File: src/rtl/ldpc_dvb_dec_pcheck_pkg.sv
// Shared DVB-S2 LDPC decoder constants and types used by the parity-check block.
// Expansion factor, lane word, strobe pair and row index for q <= 135.
package ldpc_dvb_dec_pcheck_pkg;

    localparam int cZC_MAX = 360;
    localparam int cROW_W  = 8;
    localparam int cPOP_W  = $clog2(cZC_MAX + 1);

    typedef logic [cZC_MAX-1:0] zdat_t;
    typedef logic [cROW_W-1:0]  row_t;

    typedef struct packed {
        logic sop;
        logic eop;
    } strb_t;

endpackage

File: src/rtl/ldpc_dvb_dec_pcheck_popcnt.sv
// Registered population count of one cZC_MAX-bit lane word, one cycle latency.
// Bytes are counted first, then the byte counts are summed.
module ldpc_dvb_dec_pcheck_popcnt
    import ldpc_dvb_dec_pcheck_pkg::*;
(
    input  logic              iclk,
    input  logic              ireset_n,
    input  logic              iclkena,
    input  zdat_t             idat,
    output logic [cPOP_W-1:0] ocnt
);

    localparam int cGRP_W = 8;
    localparam int cNGRP  = cZC_MAX / cGRP_W;

    logic [3:0]        grp_cnt [cNGRP];
    logic [cPOP_W-1:0] cnt_d;
    logic [cPOP_W-1:0] cnt_q;

    always_comb begin
        for (int g = 0; g < cNGRP; g++) begin
            grp_cnt[g] = '0;
            for (int b = 0; b < cGRP_W; b++) begin
                grp_cnt[g] = grp_cnt[g] + 4'(idat[g*cGRP_W + b]);
            end
        end
        cnt_d = '0;
        for (int g = 0; g < cNGRP; g++) begin
            cnt_d = cnt_d + cPOP_W'(grp_cnt[g]);
        end
    end

    always_ff @(posedge iclk or negedge ireset_n) begin
        if (!ireset_n) begin
            cnt_q <= '0;
        end else if (iclkena) begin
            cnt_q <= cnt_d;
        end
    end

    assign ocnt = cnt_q;

endmodule

File: src/rtl/ldpc_dvb_dec_pcheck.sv
// DVB-S2 IRA decoder parity check: per-row syndrome, frame fail flag and syndrome weight.
// Define LDPC_DVB_DEC_PCHECK_ERRCNT_EN to build the popcount and weight accumulator.
module ldpc_dvb_dec_pcheck
    import ldpc_dvb_dec_pcheck_pkg::*;
#(
    parameter int pERR_W = 16
)
(
    input  logic              iclk,
    input  logic              ireset_n,
    input  logic              iclkena,
    input  logic              istart,
    input  logic              ival,
    input  strb_t             istrb,
    input  zdat_t             iinfo,
    input  zdat_t             ipar,
    output logic              osynd_val,
    output row_t              osynd_row_idx,
    output zdat_t             osynd,
    output logic              oval,
    output logic              odecfail,
    output logic [pERR_W-1:0] oerr_cnt
);

    logic  unused_sop;
    logic  accept;

    row_t  row_q, row_d;
    logic  done_q, done_d;
    logic  fin_pend_q, fin_pend_d;
    zdat_t prev_par_q, prev_par_d;
    zdat_t partial_q, partial_d;

    logic  synd_val_q, synd_val_d;
    zdat_t synd_q, synd_d;
    row_t  synd_idx_q, synd_idx_d;
    logic  synd_last_q, synd_last_d;

    logic  chk_val_q, chk_val_d;
    logic  chk_last_q, chk_last_d;
    logic  chk_nz;

    logic  fail_q, fail_d;
    logic  oval_q, oval_d;

    assign unused_sop = istrb.sop;
    assign accept     = ival & ~done_q;

    // Row 0 needs the last row's parity, so it is held as a partial word and emitted after eop.
    always_comb begin
        row_d       = row_q;
        done_d      = done_q;
        fin_pend_d  = 1'b0;
        prev_par_d  = prev_par_q;
        partial_d   = partial_q;
        synd_val_d  = 1'b0;
        synd_d      = synd_q;
        synd_idx_d  = synd_idx_q;
        synd_last_d = 1'b0;
        if (istart) begin
            row_d  = '0;
            done_d = 1'b0;
        end else if (fin_pend_q) begin
            synd_val_d  = 1'b1;
            synd_d      = partial_q ^ {prev_par_q[cZC_MAX-2:0], 1'b0};
            synd_idx_d  = '0;
            synd_last_d = 1'b1;
        end else if (accept) begin
            prev_par_d = ipar;
            row_d      = row_q + row_t'(1);
            if (row_q == '0) begin
                partial_d = iinfo ^ ipar;
            end else begin
                synd_val_d = 1'b1;
                synd_d     = iinfo ^ ipar ^ prev_par_q;
                synd_idx_d = row_q;
            end
            if (istrb.eop) begin
                done_d     = 1'b1;
                fin_pend_d = 1'b1;
            end
        end
    end

    assign chk_val_d  = synd_val_q & ~istart;
    assign chk_last_d = synd_val_q & synd_last_q & ~istart;

    always_ff @(posedge iclk or negedge ireset_n) begin
        if (!ireset_n) begin
            row_q       <= '0;
            done_q      <= 1'b0;
            fin_pend_q  <= 1'b0;
            prev_par_q  <= '0;
            partial_q   <= '0;
            synd_val_q  <= 1'b0;
            synd_q      <= '0;
            synd_idx_q  <= '0;
            synd_last_q <= 1'b0;
            chk_val_q   <= 1'b0;
            chk_last_q  <= 1'b0;
            fail_q      <= 1'b0;
            oval_q      <= 1'b0;
        end else if (iclkena) begin
            row_q       <= row_d;
            done_q      <= done_d;
            fin_pend_q  <= fin_pend_d;
            prev_par_q  <= prev_par_d;
            partial_q   <= partial_d;
            synd_val_q  <= synd_val_d;
            synd_q      <= synd_d;
            synd_idx_q  <= synd_idx_d;
            synd_last_q <= synd_last_d;
            chk_val_q   <= chk_val_d;
            chk_last_q  <= chk_last_d;
            fail_q      <= fail_d;
            oval_q      <= oval_d;
        end
    end

`ifdef LDPC_DVB_DEC_PCHECK_ERRCNT_EN
    localparam int cSUM_W = pERR_W + 1;

    logic [cPOP_W-1:0] pc_cnt;
    logic [cSUM_W-1:0] err_sum;
    logic [pERR_W-1:0] err_cnt_q, err_cnt_d;

    ldpc_dvb_dec_pcheck_popcnt u_popcnt (
        .iclk     (iclk),
        .ireset_n (ireset_n),
        .iclkena  (iclkena),
        .idat     (synd_q),
        .ocnt     (pc_cnt)
    );

    assign chk_nz = |pc_cnt;

    // Saturating weight accumulator, cleared by frame start.
    always_comb begin
        err_sum   = {1'b0, err_cnt_q} + cSUM_W'(pc_cnt);
        err_cnt_d = err_cnt_q;
        if (istart) begin
            err_cnt_d = '0;
        end else if (chk_val_q) begin
            err_cnt_d = err_sum[pERR_W] ? '1 : err_sum[pERR_W-1:0];
        end
    end

    always_ff @(posedge iclk or negedge ireset_n) begin
        if (!ireset_n) begin
            err_cnt_q <= '0;
        end else if (iclkena) begin
            err_cnt_q <= err_cnt_d;
        end
    end

    assign oerr_cnt = err_cnt_q;
`else
    logic nz_q;

    // OR-reduce stage stands in for the popcount so oval timing is unchanged.
    always_ff @(posedge iclk or negedge ireset_n) begin
        if (!ireset_n) begin
            nz_q <= 1'b0;
        end else if (iclkena) begin
            nz_q <= |synd_q;
        end
    end

    assign chk_nz   = nz_q;
    assign oerr_cnt = '0;
`endif

    always_comb begin
        fail_d = fail_q;
        oval_d = 1'b0;
        if (istart) begin
            fail_d = 1'b0;
        end else begin
            oval_d = chk_last_q;
            if (chk_val_q) begin
                fail_d = fail_q | chk_nz;
            end
        end
    end

    assign osynd_val     = synd_val_q;
    assign osynd_row_idx = synd_idx_q;
    assign osynd         = synd_q;
    assign oval          = oval_q;
    assign odecfail      = fail_q;

endmodule
File: config.mk
export PLATFORM = sky130hd
export DESIGN_NAME = ldpc_dvb_dec_pcheck
export DESIGN_NICKNAME = d
export VERILOG_FILES = /design/src/rtl/ldpc_dvb_dec_pcheck_pkg.sv /design/src/rtl/ldpc_dvb_dec_pcheck_popcnt.sv /design/src/rtl/ldpc_dvb_dec_pcheck.sv
export SDC_FILE = /design/constraint.sdc
export NUM_CORES = 2
export LEC_CHECK = 0
export CAP_MARGIN = 0
export CORE_AREA = 5 5 433 435
export CTS_BUF_LIST = sky130_fd_sc_hd__clkbuf_8
export CTS_CLUSTER_DIAMETER = 50
export CTS_CLUSTER_SIZE = 24
export DETAILED_ROUTE_END_ITERATION = 10
export DIE_AREA = 0 0 438 440
export GPL_ROUTABILITY_DRIVEN = 0
export SETUP_SLACK_MARGIN = 0.02
export SLEW_MARGIN = 20
export SYNTH_ARGS = -nofsm -noshare
export SYNTH_HDL_FRONTEND = slang
export SYNTH_SLANG_ARGS = --single-unit
File: constraint.sdc
create_clock -name iclk -period 3 [get_ports iclk]
set_input_delay 0.6 -clock iclk [delete_from_list [all_inputs] [get_ports iclk]]
set_output_delay 0.6 -clock iclk [all_outputs]
set_load 0.01 [all_outputs]
==> results.sh <==
export IMPL_dr_pass1_iters=5
export IMPL_cts_tree="done"
export IMPL_path_cells="clkdlybuf4s50_1"
export IMPL_ff2ff_setup_slack_ns=0.21
export IMPL_vias=44570
export IMPL_place_inst=9238
export IMPL_synth_top_family_by_area="XOR/XNOR gates"
export IMPL_area_delta_synth_final_pct=32.86
export IMPL_finalCritPeriodShare=0.9355
export IMPL_synth_mux_area_frac=0.009448
export IMPL_num_io_pins=1114
export IMPL_ys_types=41
export IMPL_fin_util=0.3900
export IMPL_drtIter0Drc=2932
export IMPL_critPathTopFamily="flip-flops"
export IMPL_whs_path_depth=3
export IMPL_max_slew_margin=0.3688
export IMPL_grt_use_total=0.2122
export IMPL_dieHeight_um=440
export IMPL_core_mm2=0.1827
export IMPL_finalClockSkew_ns=0.05369
export IMPL_worst_ep_arrival_time_ns=2.21
export IMPL_place_hpwl_um=165200
export IMPL_cts_root_buf="clkbuf_8"
export IMPL_vias_per_cell=4.679
export IMPL_timing_max_cap_violations=0
export IMPL_synth_compound_area_share=0.09999
export IMPL_worstSetupEndpointType="primary output"
export IMPL_insertion_delay_ns=0.90
export IMPL_yosys_warnings=0
export IMPL_r2r_start="row_q[0]$_DFFE_PN0P_"
export IMPL_grt_pass1_wl_um=304700
export IMPL_drive_gt1_frac=0.06725
export IMPL_cts_buffer_depth=3
export IMPL_syn_avg_cell_area_um2=9.077
export IMPL_drc=0
export IMPL_first_global_vias=44700
export IMPL_grt_overflow=0
export IMPL_yosys_area_share_adder=0.0004666
export IMPL_port_buffers=1096
export IMPL_synthXorXnorAreaFrac=0.1770
export IMPL_route_detailed_wl_per_inst_um=22.07
export IMPL_cp_data_required_time_ns=2.40
export IMPL_finalHoldViolCount=0
export IMPL_synthSimpleGateAreaFrac=0.1657
export IMPL_min_path_type="in2reg"
export IMPL_layout_min_cycle_time_ns=2.806
export IMPL_drv_slew=0
export IMPL_powerDensity_mw_per_mm2=845.7
export IMPL_setup_ws_ns=0.1936
export IMPL_grt_max_degree=169
export IMPL_ys_seq_area_frac=0.5156
export IMPL_initial_core_util=0.2936
export IMPL_path_clk_slew_ns=0.11
export IMPL_dieArea_mm2=0.1927
export IMPL_worstMarginPinSlew_ns=0.9381
export IMPL_crit_type="reg2out"
export IMPL_cts_sinks=1105
export IMPL_die_x_um=438
export IMPL_synth_edff_count=0
export IMPL_p_leak_nw=33.27
export IMPL_routed_wl_um=210200
export IMPL_fin_cells=9526
export IMPL_num_rows=157
export IMPL_final_antenna_net_count=0
export IMPL_fin_nets=7721
export IMPL_htreeDepth=4
export IMPL_syn_inst=5909
export IMPL_status="finished, final reports clean"
export IMPL_worst_path_max_delay_cell="dfrtp_1"
export IMPL_critPathLaunchType="flip-flop"
export IMPL_cts_buffers=136
export IMPL_worst_r2r_path_depth=7
export IMPL_finalSetupViolCount=0
export IMPL_reg2reg_to="osynd[42]$_DFFE_PN0P_"
export IMPL_slowest_delay_ns=0.66
export IMPL_tns_ns=0
export IMPL_antenna_found_initial=41
export IMPL_area_sequential_mm2=0.02766
export IMPL_syn_area_mm2=0.05363
export IMPL_cp_num_buf_inv=1
export IMPL_hp_start="ipar[261]"
export IMPL_grt_setup_unrepaired="no"
export IMPL_cp_max_fo=4
export IMPL_max_freq_mhz=356.3
export IMPL_synthArstFlopShare=1.000
export IMPL_totalPowerFinal_mw=60.26
export IMPL_synth_seq_cells=1105
export IMPL_dominantRegCellSynth="dfrtp_1"
export IMPL_hold_end="prev_par_q[261]$_DFFE_PN0P_"
export IMPL_fill_cells=18350
export IMPL_preCtsSetupSlack_ns=0.03388
export IMPL_ir_worst_vdd_uv=478.0
export IMPL_multiInputGateArea_mm2=0.02439
cell usage in the layout (no fill, tap or decap), drive strengths merged, types with 45 or more instances in the layout:
cell              n
nand2          2125
nor4             94
xor2            723
xnor2           361
mux2             45
inv              54
dfrtp          1105
o21ai          1044
clkbuf          149
buf             168
clkdlybuf4s50  1093
what timing repair did:
item                                    CTS  global route
gates resized for setup                   4             1
buffers inserted                          0             0
endpoints found under the setup margin    4             1
endpoints found under the hold margin   321             0
hold buffers                              1             0
through the flow:
| stage | hold slack [ns] | cell area (um2) |
|---|---|---|
| 5_1_grt | 0.1910 | 71250 |
| 3_3_place_gp | 0.4674 | 67980 |
| 6_report | 0.2784 | 71260 |
| 2_1_floorplan | 0.3044 | 53690 |
| 3_5_place_dp | 0.4858 | 67980 |
| 4_1_cts | 0.1410 | 71170 |
metal layers:
layer | up-vias | part of all wire | track usage
met3 | 363 | 0.064 | 0.04893
met1 | 21630 | 0.40 | 0.2606
met2 | 1358 | 0.49 | 0.3571
li1 | 21210 | - | -
met5 | - | 0.00022 | 0
met4 | 6 | 0.046 | 0.09239
power by group:
| group | switching (mW) | internal (mW) | total [mW] |
|---|---|---|---|
| clock network | 6.77 | 5.88 | 12.7 |
| registers | 6.34 | 20.4 | 26.7 |
| logic | 10.4 | 10.5 | 20.9 |
| total | 23.5 | 36.8 | 60.3 |
how the worst max path moves through the flow:
| stage | from | endpoint | slack [ns] | depth (start not counted) |
|---|---|---|---|---|
| after global placement | iclkena | chk_nz$_DFFE_PN0P_ | 0.07 | 8 |
| after CTS | osynd[313]$_DFFE_PN0P_ | osynd[313] | 0.04 | 1 |
| after global routing | row_q[0]$_DFFE_PN0P_ | osynd[42]$_DFFE_PN0P_ | 0.09 | 7 |
| after floorplan | ival | partial_q[311]$_DFFE_PN0P_ | 0.67 | 10 |
| after detailed placement | iclkena | chk_nz$_DFFE_PN0P_ | 0.03 | 8 |
| final | osynd[314]$_DFFE_PN0P_ | osynd[314] | 0.19 | 1 |
cell usage after synthesis (all sizes together), types with 2 or more instances:
| library cell | count | area [um2] |
|---|---|---|
| dfrtp | 1105 | 27650 |
| o21ai | 1044 | 5225 |
| a22o | 8 | 70.07 |
| and3 | 2 | 12.51 |
| nor4 | 94 | 603.1 |
| mux2 | 45 | 506.7 |
| nor3 | 2 | 10.01 |
| a21oi | 2 | 10.01 |
| nand2 | 2125 | 7979 |
| and2 | 2 | 12.51 |
| inv | 7 | 26.28 |
| nor2 | 11 | 41.29 |
| buf | 78 | 688.2 |
| clkbuf | 256 | 986.0 |
| ha | 2 | 25.02 |
| xnor2 | 361 | 3162 |
| nor2b | 2 | 12.51 |
| xor2 | 723 | 6332 |
| nand3 | 2 | 10.01 |
| nand4 | 25 | 156.4 |
logic make-up (layout without fill, tap and decap cells):
kind of cell | Yosys count | count (layout)
AOI/OAI and AO/OA | 1060 | 1060
xor gates and xnor gates | 1084 | 1084
adders and majority gates | 2 | 2
buffers and inverters | 341 | 1525
DFF | 1105 | 1105
muxes | 45 | 45
other | 1 | 49
and+or+nand+nor | 2271 | 2271
state kept, by name, indices dropped and copies added (netlist names):
name           count
osynd_val          1
row_q              8
osynd            360
osynd_row_idx      8
chk_nz             1
chk_val_q          1
oval               1
synd_last_q        1
fin_pend_q         1
done_q             1
chk_last_q         1
prev_par_q       360
partial_q        360
odecfail           1
area by class of cell:
class | count | area share
flip-flops and latches | 1105 | 0.3881
multi-input cells | 4478 | 0.3423
repair buffers | 1264 | 0.1814
well taps | 2385 | 0.04188
clock buffers | 149 | 0.02878
clock inverters | 105 | 0.01580
diodes | 33 | 0.001159
inverters | 7 | 0.0004741
Power figures use the tool's default switching activity.
